===== src/rtl/chrono_pkg.sv =====
// Shared types and BCD helpers for the chrono_engine timekeeping core.
// The time value and the lap entries share one packed {min, sec, ms_10} layout.
package chrono_pkg;

    typedef enum logic [1:0] {
        ST_IDLE,
        ST_RUN,
        ST_PAUSE,
        ST_DONE
    } chrono_state_e;

    localparam logic [7:0] BCD_59 = 8'h59;
    localparam logic [7:0] BCD_99 = 8'h99;
    localparam int         LAP_W  = 24;

    typedef struct packed {
        logic [7:0] min;
        logic [7:0] sec;
        logic [7:0] ms_10;
    } lap_t;

    function automatic logic [7:0] to_bcd(input int v);
        return 8'(((v / 10) << 4) | (v % 10));
    endfunction

    function automatic logic bcd_ok(input logic [7:0] b);
        return (b[7:4] <= 4'd9) && (b[3:0] <= 4'd9);
    endfunction

    function automatic logic [7:0] bcd_inc(input logic [7:0] b);
        if (b[3:0] == 4'd9) begin
            return {b[7:4] + 4'd1, 4'd0};
        end
        return {b[7:4], b[3:0] + 4'd1};
    endfunction

    function automatic logic [7:0] bcd_dec(input logic [7:0] b);
        if (b[3:0] == 4'd0) begin
            return {b[7:4] - 4'd1, 4'd9};
        end
        return {b[7:4], b[3:0] - 4'd1};
    endfunction

endpackage


===== src/rtl/bcd_time_step.sv =====
// Combinational one-step increment/decrement of a BCD {min, sec, ms_10} value.
// term_o flags the end of counting: saturation when counting up, zero when counting down.
module bcd_time_step
    import chrono_pkg::*;
#(
    parameter int MAX_MIN = 99
) (
    input  lap_t cur_i,
    input  logic down_i,
    output lap_t nxt_o,
    output logic term_o
);

    localparam logic [7:0] MAX_MIN_BCD = to_bcd(MAX_MIN);

    always_comb begin
        nxt_o  = cur_i;
        term_o = 1'b0;
        if (!down_i) begin
            // At the ceiling the value is held rather than wrapped.
            if (cur_i.min == MAX_MIN_BCD && cur_i.sec == BCD_59 && cur_i.ms_10 == BCD_99) begin
                term_o = 1'b1;
            end else if (cur_i.ms_10 != BCD_99) begin
                nxt_o.ms_10 = bcd_inc(cur_i.ms_10);
            end else begin
                nxt_o.ms_10 = 8'h00;
                if (cur_i.sec != BCD_59) begin
                    nxt_o.sec = bcd_inc(cur_i.sec);
                end else begin
                    nxt_o.sec = 8'h00;
                    nxt_o.min = bcd_inc(cur_i.min);
                end
            end
        end else begin
            if (cur_i == '0) begin
                term_o = 1'b1;
            end else begin
                if (cur_i.ms_10 != 8'h00) begin
                    nxt_o.ms_10 = bcd_dec(cur_i.ms_10);
                end else begin
                    nxt_o.ms_10 = BCD_99;
                    if (cur_i.sec != 8'h00) begin
                        nxt_o.sec = bcd_dec(cur_i.sec);
                    end else begin
                        nxt_o.sec = BCD_59;
                        nxt_o.min = bcd_dec(cur_i.min);
                    end
                end
                term_o = (nxt_o == '0);
            end
        end
    end

endmodule


===== src/rtl/chrono_engine.sv =====
// Stopwatch / countdown engine: 10 ms prescaler, BCD time base, preset load
// and a lap-record FIFO whose head is presented on registered outputs.
module chrono_engine
    import chrono_pkg::*;
#(
    parameter int TICK_DIV  = 100000,
    parameter int LAP_DEPTH = 4,
    parameter int MAX_MIN   = 99
) (
    input  logic                         clk_core,
    input  logic                         rst_n,
    input  logic                         mode_i,
    input  logic                         start_stop_i,
    input  logic                         clear_i,
    input  logic                         load_i,
    input  logic [7:0]                   load_min_i,
    input  logic [7:0]                   load_sec_i,
    input  logic                         lap_i,
    input  logic                         lap_rd_i,
    output logic [7:0]                   min_o,
    output logic [7:0]                   sec_o,
    output logic [7:0]                   ms_10_o,
    output logic                         running_o,
    output logic                         time_out_o,
    output logic [7:0]                   lap_min_o,
    output logic [7:0]                   lap_sec_o,
    output logic [7:0]                   lap_ms_10_o,
    output logic                         lap_valid_o,
    output logic [$clog2(LAP_DEPTH):0]   lap_count_o,
    output logic                         lap_ovf_o
);

    localparam int             PW          = $clog2(TICK_DIV);
    localparam int             AW          = $clog2(LAP_DEPTH);
    localparam int             CW          = AW + 1;
    localparam logic [PW-1:0]  TICK_LAST   = PW'(TICK_DIV - 1);
    localparam logic [7:0]     MAX_MIN_BCD = to_bcd(MAX_MIN);

    chrono_state_e state_q;
    logic          mode_q;
    logic          running_q;
    logic          done_q;
    logic [PW-1:0] presc_q;
    lap_t          time_q;
    lap_t          step_time;
    logic          step_term;
    logic          tick;
    logic [7:0]    load_min_c;
    logic [7:0]    load_sec_c;

    assign tick       = (state_q == ST_RUN) && (presc_q == TICK_LAST);
    assign load_min_c = (bcd_ok(load_min_i) && load_min_i <= MAX_MIN_BCD) ? load_min_i : MAX_MIN_BCD;
    assign load_sec_c = (bcd_ok(load_sec_i) && load_sec_i <= BCD_59) ? load_sec_i : BCD_59;

    bcd_time_step #(.MAX_MIN(MAX_MIN)) u_step (
        .cur_i  (time_q),
        .down_i (mode_q),
        .nxt_o  (step_time),
        .term_o (step_term)
    );

    // Priority: clear, then load, then start_stop, then tick.
    always_ff @(posedge clk_core or negedge rst_n) begin
        if (!rst_n) begin
            state_q   <= ST_IDLE;
            mode_q    <= 1'b0;
            presc_q   <= '0;
            time_q    <= '0;
            running_q <= 1'b0;
            done_q    <= 1'b0;
        end else if (clear_i) begin
            state_q   <= ST_IDLE;
            presc_q   <= '0;
            time_q    <= '0;
            running_q <= 1'b0;
            done_q    <= 1'b0;
        end else begin
            case (state_q)
                ST_IDLE: begin
                    if (load_i) begin
                        time_q <= {load_min_c, load_sec_c, 8'h00};
                    end else if (start_stop_i) begin
                        state_q   <= ST_RUN;
                        mode_q    <= mode_i;
                        presc_q   <= '0;
                        running_q <= 1'b1;
                    end
                end
                ST_RUN: begin
                    if (start_stop_i) begin
                        state_q   <= ST_PAUSE;
                        running_q <= 1'b0;
                    end else if (mode_q && time_q == '0) begin
                        state_q   <= ST_DONE;
                        running_q <= 1'b0;
                        done_q    <= 1'b1;
                    end else if (tick) begin
                        presc_q <= '0;
                        time_q  <= step_time;
                        if (step_term) begin
                            state_q   <= ST_DONE;
                            running_q <= 1'b0;
                            done_q    <= 1'b1;
                        end
                    end else begin
                        presc_q <= presc_q + PW'(1);
                    end
                end
                ST_PAUSE: begin
                    if (start_stop_i) begin
                        state_q   <= ST_RUN;
                        presc_q   <= '0;
                        running_q <= 1'b1;
                    end
                end
                default: begin
                end
            endcase
        end
    end

    logic [AW-1:0]    wr_ptr_q;
    logic [AW-1:0]    rd_ptr_q;
    logic [AW-1:0]    rd_ptr_d;
    logic [CW-1:0]    count_q;
    logic [CW-1:0]    count_d;
    logic             ovf_q;
    lap_t             head_q;
    lap_t             head_d;
    logic [LAP_W-1:0] mem_q [LAP_DEPTH];
    logic             lap_req;
    logic             full;
    logic             push_en;
    logic             pop_en;

    assign lap_req = !clear_i && lap_i && (state_q == ST_RUN || state_q == ST_PAUSE);
    assign full    = (count_q == CW'(LAP_DEPTH));
    assign pop_en  = !clear_i && lap_rd_i && (count_q != '0);
    assign push_en = lap_req && (!full || pop_en);

    // The head register looks ahead at the post-update FIFO, bypassing a push that lands on it.
    always_comb begin
        rd_ptr_d = pop_en ? rd_ptr_q + AW'(1) : rd_ptr_q;
        count_d  = count_q + CW'(push_en) - CW'(pop_en);
        head_d   = '0;
        if (count_d != '0) begin
            if (push_en && rd_ptr_d == wr_ptr_q) begin
                head_d = time_q;
            end else begin
                head_d = mem_q[rd_ptr_d];
            end
        end
    end

    always_ff @(posedge clk_core) begin
        if (push_en) begin
            mem_q[wr_ptr_q] <= time_q;
        end
    end

    always_ff @(posedge clk_core or negedge rst_n) begin
        if (!rst_n) begin
            wr_ptr_q <= '0;
            rd_ptr_q <= '0;
            count_q  <= '0;
            ovf_q    <= 1'b0;
            head_q   <= '0;
        end else if (clear_i) begin
            wr_ptr_q <= '0;
            rd_ptr_q <= '0;
            count_q  <= '0;
            ovf_q    <= 1'b0;
            head_q   <= '0;
        end else begin
            if (push_en) begin
                wr_ptr_q <= wr_ptr_q + AW'(1);
            end
            rd_ptr_q <= rd_ptr_d;
            count_q  <= count_d;
            head_q   <= head_d;
            if (lap_req && !push_en) begin
                ovf_q <= 1'b1;
            end
        end
    end

    assign min_o       = time_q.min;
    assign sec_o       = time_q.sec;
    assign ms_10_o     = time_q.ms_10;
    assign running_o   = running_q;
    assign time_out_o  = done_q;
    assign lap_min_o   = head_q.min;
    assign lap_sec_o   = head_q.sec;
    assign lap_ms_10_o = head_q.ms_10;
    assign lap_valid_o = (count_q != '0);
    assign lap_count_o = count_q;
    assign lap_ovf_o   = ovf_q;

endmodule


===== config.mk =====
export PLATFORM = sky130hd
export DESIGN_NAME = chrono_engine
export DESIGN_NICKNAME = d
export VERILOG_FILES = /design/src/rtl/chrono_pkg.sv /design/src/rtl/bcd_time_step.sv /design/src/rtl/chrono_engine.sv
export SDC_FILE = /design/constraint.sdc
export NUM_CORES = 1
export LEC_CHECK = 0
export CAP_MARGIN = 20
export CORE_AREA = 8 8 145 147
export DETAILED_ROUTE_END_ITERATION = 6
export DIE_AREA = 0 0 153 155
export PLACE_DENSITY = 0.69
export SLEW_MARGIN = 20
export SYNTH_ARGS = -nofsm -noshare
export SYNTH_HDL_FRONTEND = slang
export SYNTH_SLANG_ARGS = --single-unit
export TNS_END_PERCENT = 30

===== constraint.sdc =====
create_clock -name clk_core -period 4.2 [get_ports clk_core]
set_input_delay 1.26 -clock clk_core [delete_from_list [all_inputs] [get_ports clk_core]]
set_output_delay 1.26 -clock clk_core [all_outputs]
set_load 0.01 [all_outputs]

==> flow_summary_export.csv <==
group,metric,value,unit
worst_setup_path,endpoint_kind,"flip-flop",
yosys,synth_cells,775,
power_and_ir_drop,p_leak,4.248,nW
worst_setup_path,crit_type,"primary input to flip-flop",
sta,setup_violations,0,
die,die-height,155,um
power_and_ir_drop,p_int,3.455,mW
sta,slew_violations,0,
routing,drtPass1Iterations,5,
worst_setup_path,ff2ff_setup_slack,0.83,ns
die,io_pins,79,
power_and_ir_drop,sw_frac_of_total,32.15,%
yosys,yosys-top-cells-area,"edfxtp_1 (32%), dfrtp_1 (21%), mux4_2 (5.9%), ha_1 (3.8%), o21ai_0 (3.2%)",
worst_setup_path,cp_slowest_cell,"fa_1",
routing,wire_per_inst,19.28,um
worst_setup_path,critPathLaunchType,"primary input",
clocking,numCtsBuffers,17,
yosys,ys_warn_count,0,
yosys,synth_area_leader_cell,"edfxtp_1",
routing,antenna_left,0,
die,dieArea,23720,sq um
sta,fmaxAchievable,285.0,MHz
sta,tightest_slew,1.001,ns
placement,port_buffers,78,
min_path,hp-class,"flip-flop to flip-flop",
yosys,yosysMostFrequentCell,"edfxtp_1",
worst_setup_path,required,4.50,ns
yosys,synth_nets,828,
global_routing,grt_max_degree,31,
power_and_ir_drop,p_total,5.092,mW
finish,fin_nets,911,
die,die_w,153,um
yosys,syn_area,9135,sq um
yosys,synth-main-ff-cell,"edfxtp_1",
power_and_ir_drop,power.density,471.1,nW/um^2
placement,dp_hpwl,14.61,mm
sta,timing.slew.headroom,33.26,%
clocking,cts_resized,0,
clocking,cts_tree,"yes",
clocking,postCtsSetupBuffers,0,
worst_setup_path,cp_data_arrival_time,3.81,ns
clocking,ctsHoldBuffers,0,
global_routing,grt_antenna_before_repair,0,
yosys,avgSynthCellArea,11.79,sq um
routing,via_count,6554,
yosys,synth_cell_types,84,
global_routing,grt_first_pass_wirelength,35.10,mm
global_routing,grt_overflow,0,
global_routing,grt_pass1_vias,6542,
placement,gp_congestion,0.8555,
power_and_ir_drop,p_clk_share,29.0,%
yosys,synth_common_cells,"edfxtp_1 (96), dfrtp_1 (78), nor2_1 (71)",
sta,setup_tns,0,ns
flow_run,drv_cap,0,
sta,fin_skew,0.01385,ns
die,coreArea,18950,sq um
routing,avgViaCountPerCell,5.910,
clocking,worst_setup_hold_path_clk_slew,0.07,ns
sta,min_period,3.509,ns
power_and_ir_drop,pwr-share-seq,41.9,%
finish,drive_above_1_share,12.86,%
clocking,htree_levels,4,
power_and_ir_drop,netSwitchingPower,1.637,mW
finish,n_antenna_cell,0,
routing,first_iter_violations,579,
worst_setup_path,slowest_delay,0.47,ns
die,start_util,48.20,%
finish,syn_to_final_growth,18.33,%
worst_setup_path,cp_max_fo,24,
clocking,insertion_delay,0.43,ns
clocking,root_buffer,"clkbuf_16",
sta,finalHoldViolCount,0,
power_and_ir_drop,peakVddDrop,0.0003101,V
yosys,yosysSeqAreaShare,52.92,%
status,status,"complete, no violations",
yosys,synth-async-reset-ratio,44.83,%
yosys,synth_top_area_share,31.56,%
global_routing,grt_usage,18.52,%
power_and_ir_drop,comb_power_share,29.1,%
yosys,synth-edff-count,96,
clocking,clockBufferDepth,2,
routing,routed_wirelength,21.39,mm
worst_setup_path,cpMostUsedCell,"nand2_1",
yosys,ys_ff_latch,174,
die,std_cell_rows,51,
routing,remaining_drc_errors,0,
sta,min_period_over_period,83.55,%
clocking,cts_sinks,174,
sta,rsz0062_at_grt,"false",
worst_setup_path,path_cells,"clkdlybuf4s50_1 > nand2b_1 > and3_1 > nor3_1 > nand2_1 > nand2_1 > ha_1 > fa_1 > o31ai_4 > buf_4 > nor2_1",
-- state kept, by name, summed over array words and instances, names as in the netlist, 3 cells and up --
name / cells
mem_q: 96
presc_q: 17
lap_min_o: 8
lap_ms_10_o: 8
lap_sec_o: 8
min_o: 8
ms_10_o: 8
sec_o: 8
lap_count_o: 3
-- worst max-delay path: cells and delay by family --
| family | cells | cell delay, ns |
|---|---|---|
| AND/OR/NAND/NOR | 6 | 0.89 |
| buffers and inverters | 2 | 0.80 |
| adder cells (fa/ha/maj) | 2 | 0.63 |
| AO/OA/AOI/OAI | 1 | 0.25 |
-- logic make-up (layout without fill, tap and decap cells) --
kind of cell	count (synthesis)	count (layout)	share of synthesized area, %
AND/OR/NAND/NOR	255	255	15.45
flip-flops	174	174	52.92
AO/OA/AOI/OAI	172	172	12.27
buffers and inverters	69	165	3.383
multiplexers	60	60	9.971
adder cells (fa/ha/maj)	29	29	4.054
XOR/XNOR	16	16	1.945
-- area by class of cell --
| cell class | instances | area [sq um] |
|---|---|---|
| fillers | 1550 | 8143 |
| inverters | 28 | 105.1 |
| flip-flops and latches | 174 | 4835 |
| well taps | 238 | 297.8 |
| clock buffers | 18 | 429.2 |
| repair buffers | 105 | 1006 |
| clock inverters | 14 | 131.4 |
| multi-input cells | 532 | 4005 |
-- layer usage --
metal  global-route usage [%]  part of all wire (%)  vias to the layer above
met2                    30.39                    47                      210
met1                    24.38                    45                     3218
met4                    5.514                   1.5                        0
li1                         -                     -                     3104
met3                    4.022                   5.7                       22
met5                        0                     0                        -
-- stage by stage --
step           std cells  hold WS (ns)  util [%]  setup WS (ns)  instance area (sq um)
5_1_grt             1109        0.5436     57.03         0.5433                  10810
4_1_cts             1109        0.5070     57.03         0.6787                  10810
6_report            1109        0.5025     57.03         0.6910                  10810
2_1_floorplan        775        0.4520         -         0.5643                   9135
3_5_place_dp        1077        0.4946     54.08         0.2249                  10250
3_3_place_gp        1077        0.4855     54.08         0.3518                  10250
-- power groups by stage --
stage | logic, mW | clock network [mW] | registers, mW
CTS | 1.49 | 1.51 | 2.13
global route | 1.62 | 1.58 | 2.15
global placement | 1.47 | 0 | 2.17
floorplan | 0.853 | 0 | 2.18
detailed placement | 1.49 | 0 | 2.17
finish | 1.48 | 1.48 | 2.13
-- final timing paths --
kind / start / end / depth (start not counted)
worst max-delay path: clear_i / lap_min_o[7] / 11
worst min-delay path: presc_q[16] / presc_q[16] / 1
worst max register to register: ms_10_o[1] / sec_o[0] / 9
worst min register to register: presc_q[16] / presc_q[16] / 1
max in group asynchronous: rst_n / sec_o[1] / 2
min in group asynchronous: rst_n / lap_min_o[5] / 1
-- cell usage in the layout, fill, tap and decap left out, types with 5 or more instances in the layout --
cell and n:
a31oi_1 13, o21ai_0 58, nor3_1 14, and3_1 10, o31ai_1 13, xor2_1 5
clkbuf_16 17, and2_1 10, and4_1 5, nand3_1 28, mux2i_1 28, nand4_1 11
nand2b_1 14, buf_4 26, nor2b_1 8, inv_1 28, xnor2_1 9, edfxtp_1 96
nor2_1 71, a21oi_1 33, mux4_2 24, dfrtp_1 78, clkdlybuf4s50_1 77, nand2_1 36
ha_1 28
(Power assumes the default switching activity.)
